==> src/rtl/irq_scheduler.sv <==
// Round-robin scheduler sharing the XDMA user-interrupt vectors among event sources.
// Optional IRQ_COALESCE_EN: an ack clears every pending source mapped to the acked vector.
module irq_scheduler #(
    parameter int unsigned NUM_SRC     = 4,
    parameter int unsigned NUM_VEC     = 2,
    parameter int unsigned ACK_TIMEOUT = 50000,
    parameter int unsigned HOLDOFF     = 16
) (
    input  logic               i_clk,
    input  logic               i_rst,
    input  logic [NUM_SRC-1:0] i_src_irq,
    input  logic [NUM_SRC-1:0] i_src_mask,
    input  logic [NUM_SRC-1:0] i_pending_clr,
    output logic [NUM_SRC-1:0] o_src_pending,
    output logic [NUM_VEC-1:0] o_interrupt_req,
    input  logic [NUM_VEC-1:0] i_interrupt_ack,
    output logic [2:0]         o_active_src,
    output logic               o_busy,
    output logic               o_timeout
);

    localparam int unsigned IDX_W = 3;
    localparam int unsigned CNT_W = 16;

    localparam logic [1:0] ST_IDLE   = 2'd0;
    localparam logic [1:0] ST_ASSERT = 2'd1;
    localparam logic [1:0] ST_HOLD   = 2'd2;

    logic [1:0]         state;
    logic [1:0]         state_nxt;
    logic [CNT_W-1:0]   cnt;
    logic [CNT_W-1:0]   cnt_nxt;
    logic [IDX_W-1:0]   rr_ptr;
    logic [IDX_W-1:0]   rr_nxt;
    logic [IDX_W-1:0]   active_nxt;
    logic [IDX_W-1:0]   after_active;
    logic [NUM_SRC-1:0] src_prev;
    logic [NUM_SRC-1:0] src_edge;
    logic [NUM_SRC-1:0] eligible;
    logic [NUM_SRC-1:0] ack_src_mask;
    logic [NUM_SRC-1:0] ack_clr;
    logic [NUM_SRC-1:0] pending_nxt;
    logic [NUM_VEC-1:0] req_nxt;
    logic [NUM_VEC-1:0] pick_req;
    logic               busy_nxt;
    logic               timeout_nxt;
    logic               pick_found;
    logic [IDX_W-1:0]   pick_idx;
    logic               ack_hit;
    int                 active_vec;

    assign src_edge = i_src_irq & ~src_prev;
    assign eligible = o_src_pending & ~i_src_mask;

    // First eligible source at or above the rr pointer, wrapping around
    always_comb begin
        pick_found = 1'b0;
        pick_idx   = '0;
        for (int i = 0; i < int'(NUM_SRC); i++) begin
            for (int s = 0; s < int'(NUM_SRC); s++) begin
                if (!pick_found && eligible[s] &&
                    (s == ((int'(rr_ptr) + i) % int'(NUM_SRC)))) begin
                    pick_found = 1'b1;
                    pick_idx   = IDX_W'(s);
                end
            end
        end
        for (int v = 0; v < int'(NUM_VEC); v++) begin
            pick_req[v] = ((int'(pick_idx) % int'(NUM_VEC)) == v);
        end
    end

    // Ack decode for the vector owned by the active source
    always_comb begin
        active_vec   = int'(o_active_src) % int'(NUM_VEC);
        after_active = IDX_W'((int'(o_active_src) + 1) % int'(NUM_SRC));
        ack_hit      = 1'b0;
        for (int v = 0; v < int'(NUM_VEC); v++) begin
            if (v == active_vec) begin
                ack_hit = i_interrupt_ack[v];
            end
        end
        for (int s = 0; s < int'(NUM_SRC); s++) begin
`ifdef IRQ_COALESCE_EN
            ack_src_mask[s] = ((s % int'(NUM_VEC)) == active_vec);
`else
            ack_src_mask[s] = (s == int'(o_active_src));
`endif
        end
    end

    // Next-state and registered-output values
    always_comb begin
        state_nxt   = state;
        cnt_nxt     = cnt;
        rr_nxt      = rr_ptr;
        active_nxt  = o_active_src;
        req_nxt     = o_interrupt_req;
        timeout_nxt = 1'b0;
        ack_clr     = '0;

        case (state)
            ST_IDLE: begin
                req_nxt = '0;
                if (pick_found) begin
                    active_nxt = pick_idx;
                    req_nxt    = pick_req;
                    cnt_nxt    = '0;
                    state_nxt  = ST_ASSERT;
                end
            end
            ST_ASSERT: begin
                if (ack_hit) begin
                    ack_clr   = ack_src_mask;
                    rr_nxt    = after_active;
                    req_nxt   = '0;
                    cnt_nxt   = '0;
                    state_nxt = ST_HOLD;
                end else if (cnt == CNT_W'(ACK_TIMEOUT - 1)) begin
                    timeout_nxt = 1'b1;
                    rr_nxt      = after_active;
                    req_nxt     = '0;
                    cnt_nxt     = '0;
                    state_nxt   = ST_HOLD;
                end else begin
                    cnt_nxt = cnt + CNT_W'(1);
                end
            end
            ST_HOLD: begin
                req_nxt = '0;
                if (cnt == CNT_W'(HOLDOFF - 1)) begin
                    cnt_nxt   = '0;
                    state_nxt = ST_IDLE;
                end else begin
                    cnt_nxt = cnt + CNT_W'(1);
                end
            end
            default: begin
                req_nxt   = '0;
                cnt_nxt   = '0;
                state_nxt = ST_IDLE;
            end
        endcase

        // A same-cycle edge wins over host and ack clears
        pending_nxt = (o_src_pending & ~(i_pending_clr | ack_clr)) | src_edge;
        busy_nxt    = (state_nxt != ST_IDLE);
    end

    always_ff @(posedge i_clk) begin
        if (i_rst) begin
            state           <= ST_IDLE;
            cnt             <= '0;
            rr_ptr          <= '0;
            src_prev        <= '0;
            o_src_pending   <= '0;
            o_interrupt_req <= '0;
            o_active_src    <= '0;
            o_busy          <= 1'b0;
            o_timeout       <= 1'b0;
        end else begin
            state           <= state_nxt;
            cnt             <= cnt_nxt;
            rr_ptr          <= rr_nxt;
            src_prev        <= i_src_irq;
            o_src_pending   <= pending_nxt;
            o_interrupt_req <= req_nxt;
            o_active_src    <= active_nxt;
            o_busy          <= busy_nxt;
            o_timeout       <= timeout_nxt;
        end
    end

endmodule
==> config.mk <==
export PLATFORM = sky130hd
export DESIGN_NAME = irq_scheduler
export DESIGN_NICKNAME = d
export VERILOG_FILES = /design/src/rtl/irq_scheduler.sv
export SDC_FILE = /design/constraint.sdc
export NUM_CORES = 1
export LEC_CHECK = 0
export BUFFER_PORTS_ARGS = -buffer_cell sky130_fd_sc_hd__buf_4
export CELL_PAD_IN_SITES_DETAIL_PLACEMENT = 1
export CELL_PAD_IN_SITES_GLOBAL_PLACEMENT = 1
export CORE_ASPECT_RATIO = 1.4
export CORE_MARGIN = 8
export CORE_UTILIZATION = 35
export DETAILED_ROUTE_END_ITERATION = 10
export PLACE_DENSITY_LB_ADDON = 0.12
export SYNTH_ARGS = -nofsm -noshare
export SYNTH_HDL_FRONTEND = slang
export SYNTH_SLANG_ARGS = --single-unit
==> constraint.sdc <==
create_clock -name i_clk -period 1.93 [get_ports i_clk]
set_input_delay 0.0965 -clock i_clk [delete_from_list [all_inputs] [get_ports i_clk]]
set_output_delay 0.0965 -clock i_clk [all_outputs]
set_load 0.01 [all_outputs]
==> flow_summary.yaml, run 1 <==
run_status:
  outcome: "complete, but fails checks"
  failed_checks: "negative setup slack"
logic_synthesis:
  synth_area_leaders: "dfxtp_1 37%, nand3_1 6.8%, nand2_1 6.3%"
  yosys_warnings: 0
  syn_inst: 221
  async_flop_share: 0
  synth_top_area_frac: 0.368
  yosysTopAreaCell: "dfxtp_1"
  syn_area_um2: 1850
  yosysUniqueCellTypes: 45
  yosysMostFrequentCell: "dfxtp_1"
  synth_common_cells: "34 x dfxtp_1, 31 x nand2_1, 25 x nand3_1"
  ys_dominant_reg_cell: "dfxtp_1"
  syn_avg_cell_area_um2: 8.37
  ys_seq_area_frac: 0.368
  ys_ff_latch: 34
  synth_edf_count: 0
  synth.net_count: 246
hold_path:
  min_to: "src_prev[0]"
  holdCritPathClass: "primary input to flip-flop"
  min_from: "i_src_irq[0]"
  min_path_cells: 2
global_routing:
  grt_pass1_vias: 2022
  grt_max_degree: 24
  antenna_found_initial: 0
  grt_pass1_wl_um: 9760
  grt_use_total: 0.156
  gr-total-overflow: 0
cts:
  clk_path_buf_depth: 2
  clkTransAtPathRegs_ns: 0.07
  cts_made_buffers: 5
  root_buffer: "clkbuf_8"
  cts_sinks: 34
  clock_latency_ns: 0.29
  htree_num_levels: 2
  cts_tree: "yes"
placed_design:
  dpl_worst_slack_ns: -0.142
  dp_hpwl_um: 4530
  port_buffers: 25
  dp.cells: 344
  place.gp.congestion: 0.783
power:
  p_int_mw: 1.20
  sw_frac_of_total: 0.289
  seqPwrFrac: 0.444
  combPwrFrac: 0.232
  power.density_nw_per_um2: 647
  power.switching_mw: 0.489
  ir_drop_uv: 414
  p_clk_frac: 0.324
  power_leakage_nw: 1.02
floorplanning:
  fp-row-count: 31
  initial_core_util: 0.361
  design.core.area_um2: 5120
  die_w_um: 77.5
  fp.dieH_um: 102
  die-area_um2: 7900
  io_pins: 27
detailed_routing:
  drc: 0
  postRouteAntennaNets: 0
  dr.pass1.iters: 4
  vias_per_cell: 5.43
  drt-wirelength-per-cell_um: 16.7
  vias: 1927
  wirelength_um: 5920
  drt_iter0_markers: 66
sta:
  layout_setup_ws_ns: -0.175
  finalClockSkew_ns: 0.00600
  setup_viol: 15
  rsz0062_at_grt: "yes"
  period_share: 1.09
  finalHoldViolations: 0
  maxSlewViolCount: 0
  whs_ns: 0.0707
  max_freq_mhz: 475
  min_period_ns: 2.11
setup_path:
  r2r_end: "o_busy"
  endpoint_kind: "flip-flop"
  timing_worst_setup_path_type: "flip-flop to flip-flop"
  crit_path_top_delay_cell: "or4_4"
  reg2reg_slack_ns: -0.18
  r2r-start: "cnt[12]"
  cp_top_family: "simple AND/OR/NAND/NOR gates"
  cp_num_buf_inv: 0
  r2r_cells: 5
  startpoint_type: "flip-flop"
  worstPathArrival_ns: 2.28
  crit_chain: "or4_4, or4_4, a221oi_4, a211oi_2, or2_1"
  worstPathRequired_ns: 2.11
  cp_max_fo: 3
  slowest_delay_ns: 0.58
  crit_top_cell: "or4_4"
final_layout:
  final_nets: 313
  drive_gt1_frac: 0.349
  diodes: 0
  syn_to_final_growth_pct: 41.2
  final_util: 0.511
  multi_input_area_um2: 1180
  instances_no_fill: 355
  fill_cells: 635
  seqCellArea_um2: 684
job:
  drv_cap: 0
power groups by stage:
| stage | sequential, mW | combinational, mW | clock, mW |
|---|---|---|---|
| after global routing | 0.755 | 0.433 | 0.602 |
| after floorplan | 0.776 | 0.171 | 0 |
| after detailed placement | 0.767 | 0.363 | 0 |
| after global placement | 0.766 | 0.360 | 0 |
| after CTS | 0.751 | 0.366 | 0.568 |
| final | 0.751 | 0.392 | 0.548 |
final cells by class:
class	count	area share
multi-input cells	167	0.450
clock inverters	1	0.00191
flip-flops and latches	34	0.262
well taps	66	0.0316
repair buffers	69	0.206
clock buffers	7	0.0330
inverters	11	0.0158
sequential cells by signal (all words and copies together), names as in the netlist:
name and flops:
state 2, cnt 16, o_interrupt_req 2, src_prev 4, o_active_src 2, o_timeout 1
o_busy 1, o_src_pending 4, rr_ptr 2
layer usage:
layer	global-route usage	vias to the layer above	part of all wire
met5	0	-	0
met3	0.0387	11	0.032
li1	-	950	-
met2	0.300	32	0.55
met4	0.0656	0	0.027
met1	0.154	934	0.39
metrics by stage:
stage	instance area [um2]	total power, mW	setup TNS (ns)
6_report	2610	1.69	-0.998
5_1_grt	2610	1.79	-3.56
4_1_cts	2520	1.69	-1.44
3_5_place_dp	2400	1.13	-0.630
3_3_place_gp	2400	1.13	-0.406
2_1_floorplan	1860	0.947	-0.268
cell usage in the layout, fill, tap and decap left out, types with 3 or more instances in the layout:
cell      instances
nor4_1            3
inv_1            11
or3_1             4
buf_4            66
dfxtp_1          31
nand2_1          31
a31oi_1           4
clkbuf_8          6
dfxtp_2           3
nand3_1          25
a32o_1            4
a21oi_1           8
ha_1              7
nor2_1            9
nand3b_1          5
or4_4             3
nand4_1           6
nor2b_1           8
nand4b_1          4
o311ai_0          8
logic make-up after synthesis:
kind of cell,synth area share
AOI/OAI and AO/OA,0.153
and+or+nand+nor,0.350
other,0.00203
muxes,0.0230
DFF,0.368
adders and majority gates,0.0609
buffers and inverters,0.0426
how the worst max path moves through the flow:
stage	start	to	cells after the start
global placement	cnt[14]	o_busy	5
detailed placement	cnt[14]	o_busy	5
CTS	cnt[8]	o_busy	5
finish	cnt[12]	o_busy	5
floorplan	cnt[14]	o_busy	5
global route	cnt[14]	cnt[15]	7
what timing repair did:
action / CTS / global route
setup endpoints to repair: 15 / 22
hold buffers: 0 / 0
pin swaps: 8 / 8
gates cloned: 0 / 0
gates resized for setup: 6 / 14
setup buffers: 1 / 2
Power figures use the tool's default switching activity.
==> run 2, diff against run 1 <==
--- a/config.mk
+++ b/config.mk
@@ -12,7 +12,9 @@
 export CORE_MARGIN = 8
 export CORE_UTILIZATION = 35
 export DETAILED_ROUTE_END_ITERATION = 10
+export MAX_ROUTING_LAYER = met4
 export PLACE_DENSITY_LB_ADDON = 0.12
+export REMOVE_ABC_BUFFERS = 1
 export SYNTH_ARGS = -nofsm -noshare
 export SYNTH_HDL_FRONTEND = slang
 export SYNTH_SLANG_ARGS = --single-unit
==> run 2 against run 1 <==
The flow still finishes with violations (negative setup slack). Maximum frequency increased by 2.4%. First-iteration DRC count fell by 15%. Cell area decreased by 2.5%. Total power is 0.86% lower. Utilization is 1.3 points lower. Count of clock-buffer cells in the layout did not move. Register-to-register slack improved by 0.05 ns. Clock skew up 0.0027 ns. Die area is the same. Hold slack gained 0.0087 ns. Global-route usage fell by 0.98 points.
==> flow_summary.yaml, run 2 (synthesis gave the netlist of run 1 again) <==
run_status:
  outcome: "complete, but fails checks"
  failed_checks: "negative setup slack"
job:
  drv_cap: 0
cts:
  cts_made_buffers: 5
  clkTransAtPathRegs_ns: 0.07
  clk_path_buf_depth: 2
  ctsHoldBuffers: 0
  root_buffer: "clkbuf_8"
  cts_sinks: 34
  cts_tree: "yes"
  clock_latency_ns: 0.29
  htree_num_levels: 2
sta:
  max_freq_mhz: 486
  min_period_ns: 2.06
  period_share: 1.07
  rsz0062_at_grt: "yes"
  worstMarginPinSlew_ns: 0.577
  finalClockSkew_ns: 0.00868
  layout_setup_ws_ns: -0.126
  maxSlewViolCount: 0
  finalHoldViolations: 0
  tns_ns: -0.815
  setup_viol: 14
  relSlewSlack: 0.612
global_routing:
  busiest_layer: "met2"
  grt_max_degree: 27
  grt_use_total: 0.146
  grt_pass1_vias: 1971
  use_met2: 0.293
  grt_pass1_wl_um: 8980
  gr-total-overflow: 0
  antenna_found_initial: 0
  use_met1: 0.133
  grt_use_met3: 0.0308
placed_design:
  place.gp.congestion: 0.786
  port_buffers: 25
  place_area_um2: 2370
  dp.cells: 341
  dp_hpwl_um: 4390
final_layout:
  syn_to_final_growth_pct: 37.7
  largest_reg_flops: 16
  reg.largest.list: "cnt (16), o_src_pending (4), src_prev (4)"
  mostFrequentLayoutCell: "buf_4"
  stdcell_area_um2: 2550
  drive_gt1_frac: 0.343
  instances_no_fill: 352
  diodes: 0
  final_nets: 310
  final_cell_mix: "65 x buf_4, 31 x nand2_1, 29 x dfxtp_1, 25 x nand3_1, 11 x inv_1"
  top_register: "cnt"
power:
  ir_drop_uv: 340
  power_leakage_nw: 0.991
  power.density_nw_per_um2: 658
setup_path:
  crit_start: "cnt[14]"
  r2r-start: "cnt[14]"
  endpoint_kind: "flip-flop"
  timing_worst_setup_path_type: "flip-flop to flip-flop"
  crit_top_cell: "or4_4"
  worstPathRequired_ns: 2.11
  worstPathArrival_ns: 2.23
  cp_max_fo: 2
  slowest_delay_ns: 0.56
  crit_chain: "or4_4, or4_4, a221oi_2, a211oi_2, or2_1"
  cp_num_buf_inv: 0
  startpoint_type: "flip-flop"
  crit_path_top_delay_cell: "or4_4"
  cp_top_family: "simple AND/OR/NAND/NOR gates"
detailed_routing:
  drt-wirelength-per-cell_um: 15.8
  dr.pass1.iters: 4
  drt_iter0_markers: 56
  vias_per_cell: 5.33
  wirelength_um: 5560
  vias: 1875
  drc: 0
  postRouteAntennaNets: 0
floorplanning:
  io_pins: 27
  initial_core_util: 0.361
  die-area_um2: 7900
  fp.dieH_um: 102
  design.core.area_um2: 5120
  die_w_um: 77.5
  fp-row-count: 31
hold_path:
  min_from: "i_src_irq[1]"
  holdCritPathClass: "primary input to flip-flop"
[run 2: changes by cell type in the layout (fill, tap and decap cells not counted), moves of 2 or more]
cell,change
nor2b_1,-3
dfxtp_1,-2
dfxtp_2,+2
nor2b_2,+2
[run 2: path summary, 6_finish.rpt]
kind / to / slack [ns] / depth (start not counted)
worst max-delay path: o_busy / -0.13 / 5
worst min-delay path: src_prev[1] / 0.08 / 2
worst max register to register: o_busy / -0.13 / 5
worst min register to register: o_src_pending[3] / 0.48 / 2
[run 2: routing by layer]
layer	wire length, um	part of all wire
met4	65	0.012
met5	0	0
met1	2070	0.37
met2	3240	0.58
met3	175	0.031
[run 2: worst reg2reg max path, stage by stage (launching register included)]
cell and delay, ns:
dfxtp_2 0.32, or4_4 0.53, or4_4 0.56, a221oi_2 0.28, a211oi_2 0.06, or2_1 0.20
[run 2: power breakdown]
part           total, mW  internal, mW  switching, mW
combinational      0.376         0.174          0.203
clock              0.550         0.288          0.262
sequential         0.751         0.734         0.0177
[run 2: cell type report]
class                      instances  area (um2)
timing repair buffer              66         499
fill                             648        2570
inverter                          11        41.3
tap                               66        82.6
multi-input combinational        167        1150
sequential                        34         687
clock inverter                     1        5.00
clock buffer                       7        86.3
[run 2: what timing repair did]
| action | CTS | global route |
|---|---|---|
| endpoints found under the setup margin | 21 | 22 |
| resized for setup | 3 | 16 |
| pin swaps | 5 | 8 |
| setup buffers | 0 | 3 |
[run 2: through the flow]
step                total power, mW  setup slack (ns)  hold slack, ns   util
finish                         1.68            -0.126          0.0794  0.498
global route                   1.76            -0.204          0.0855  0.498
CTS                            1.69            -0.142          0.0745  0.482
detailed placement             1.13            -0.231           0.367  0.463
global placement               1.13            -0.198           0.368  0.463
floorplan                     0.937            -0.489           0.166      -
==> run 3, diff against run 2 <==
--- a/config.mk
+++ b/config.mk
@@ -18,3 +18,4 @@
 export SYNTH_ARGS = -nofsm -noshare
 export SYNTH_HDL_FRONTEND = slang
 export SYNTH_SLANG_ARGS = --single-unit
+export TNS_END_PERCENT = 30
==> constraint.sdc (replaced) <==
create_clock -name i_clk -period 1.93 [get_ports i_clk]
set_input_delay 0.193 -clock i_clk [delete_from_list [all_inputs] [get_ports i_clk]]
set_output_delay 0.193 -clock i_clk [all_outputs]
set_load 0.01 [all_outputs]
==> run 3 against run 2 <==
The flow still finishes with violations (negative setup slack). Wire length grew 2.1%. Cell area shrank 2.0%. Total power is essentially flat. Non-clock buffer count shrank 2. Clock skew shrank 0.0035 ns. First-iteration DRC count grew 14%. Die area is the same. Worst setup slack lost 0.027 ns. Critical path type unchanged. Critical endpoint unchanged.
==> flow_summary.yaml, run 3 (synthesis gave the netlist of run 1 again) <==
final_layout:
  mostFrequentLayoutCell: "buf_4"
  final_cell_mix: "64 x buf_4, 34 x dfxtp_1, 31 x nand2_1, 25 x nand3_1"
  seqCellArea_um2: 681
  largest_reg_flops: 16
  fill_cells: 656
  final_nets: 308
  top_register: "cnt"
  syn_to_final_growth_pct: 35.0
  reg.largest.list: "cnt (16), o_src_pending (4), src_prev (4)"
  multi_input_area_um2: 1120
  stdcell_area_um2: 2500
  drive_gt1_frac: 0.306
  instances_no_fill: 350
  diodes: 0
global_routing:
  grt_pass1_wl_um: 9290
  grt_pass1_vias: 1990
  grt_max_degree: 15
  gr-total-overflow: 0
  antenna_found_initial: 0
  grt_use_total: 0.153
job:
  drv_cap: 0
setup_path:
  slowest_delay_ns: 0.56
  cp_max_fo: 2
  crit_chain: "or4_4, or4_4, a221oi_2, a211oi_2, or2_1"
  endpoint_kind: "flip-flop"
  worstPathArrival_ns: 2.26
  timing_worst_setup_path_type: "flip-flop to flip-flop"
  cp_num_buf_inv: 0
  crit_top_cell: "or4_4"
  crit_path_top_delay_cell: "or4_4"
  startpoint_type: "flip-flop"
  cp_top_family: "simple AND/OR/NAND/NOR gates"
  worstPathRequired_ns: 2.11
sta:
  finalHoldViolations: 0
  worstMarginPinSlew_ns: 0.586
  setup_viol: 14
  tns_ns: -0.927
  rsz0062_at_grt: "yes"
  layout_setup_ws_ns: -0.153
  finalClockSkew_ns: 0.00517
  max_freq_mhz: 480
  relSlewSlack: 0.606
  maxSlewViolCount: 0
  period_share: 1.08
  min_period_ns: 2.08
detailed_routing:
  vias_per_cell: 5.42
  postRouteAntennaNets: 0
  vias: 1898
  drt_iter0_markers: 64
  dr.pass1.iters: 4
  drt-wirelength-per-cell_um: 16.2
  drc: 0
  wirelength_um: 5670
hold_path:
  holdCritPathClass: "primary input to flip-flop"
cts:
  htree_num_levels: 2
  cts_made_buffers: 5
  clk_path_buf_depth: 2
  root_buffer: "clkbuf_8"
  cts_sinks: 34
  cts_setup_buffers: 0
  clock_latency_ns: 0.29
  clkTransAtPathRegs_ns: 0.07
  cts_tree: "yes"
floorplanning:
  die_w_um: 77.5
  fp-row-count: 31
  fp.dieH_um: 102
  initial_core_util: 0.361
  die-area_um2: 7900
  design.core.area_um2: 5120
  io_pins: 27
run_status:
  failed_checks: "negative setup slack"
  outcome: "complete, but fails checks"
power:
  ir_drop_uv: 371
  p_clk_frac: 0.330
  sw_frac_of_total: 0.288
  power_leakage_nw: 0.978
  combPwrFrac: 0.223
  seqPwrFrac: 0.448
  power.density_nw_per_um2: 672
  power.switching_mw: 0.483
  p_int_mw: 1.19
placed_design:
  port_buffers: 25
  dp.cells: 342
  place.gp.congestion: 0.794
  place_area_um2: 2380
  dp_hpwl_um: 4470
  dpl_worst_slack_ns: -0.226
run 3: changes by cell type in the layout (fill, tap and decap cells not counted), sizes merged:
cell  change
buf       -2
run 3: final cells by class:
cell class	count	area share
well taps	66	0.0331
clock inverters	1	0.00200
repair buffers	64	0.192
clock buffers	7	0.0346
multi-input cells	167	0.449
flip-flops and latches	34	0.273
inverters	11	0.0165
run 3: routing by layer:
metal | up-vias | GRT usage | part of all wire
li1 | 939 | - | -
met1 | 920 | 0.135 | 0.37
met2 | 28 | 0.302 | 0.57
met3 | 11 | 0.0370 | 0.039
met4 | 0 | 0.0598 | 0.016
met5 | - | - | 0
run 3: worst paths after layout:
check                        to  depth (start not counted)  slack, ns                from
min reg2reg  o_interrupt_req[0]                          2       0.47  o_interrupt_req[0]
max reg2reg              o_busy                          5      -0.15             cnt[14]
max                      o_busy                          5      -0.15             cnt[14]
min                 src_prev[1]                          2       0.17        i_src_irq[1]
run 3: power groups by stage:
stage	clock network, mW	registers (mW)	logic, mW
floorplan	0	0.776	0.161
global placement	0	0.766	0.365
detailed placement	0	0.767	0.365
CTS	0.572	0.751	0.371
global route	0.600	0.754	0.406
finish	0.554	0.751	0.373
run 3: what timing repair did:
| item | in CTS | in global routing |
|---|---|---|
| resized for setup | 2 | 5 |
| hold buffers | 0 | 0 |
| pin swaps | 5 | 0 |
| cloned | 0 | 0 |
| endpoints found under the setup margin | 21 | 20 |
run 3: stage by stage:
step / hold WS, ns / power (mW) / util
6_report: 0.171 / 1.68 / 0.488
5_1_grt: 0.179 / 1.76 / 0.488
4_1_cts: 0.163 / 1.69 / 0.483
3_5_place_dp: 0.463 / 1.13 / 0.464
3_3_place_gp: 0.451 / 1.13 / 0.464
2_1_floorplan: 0.262 / 0.937 / -
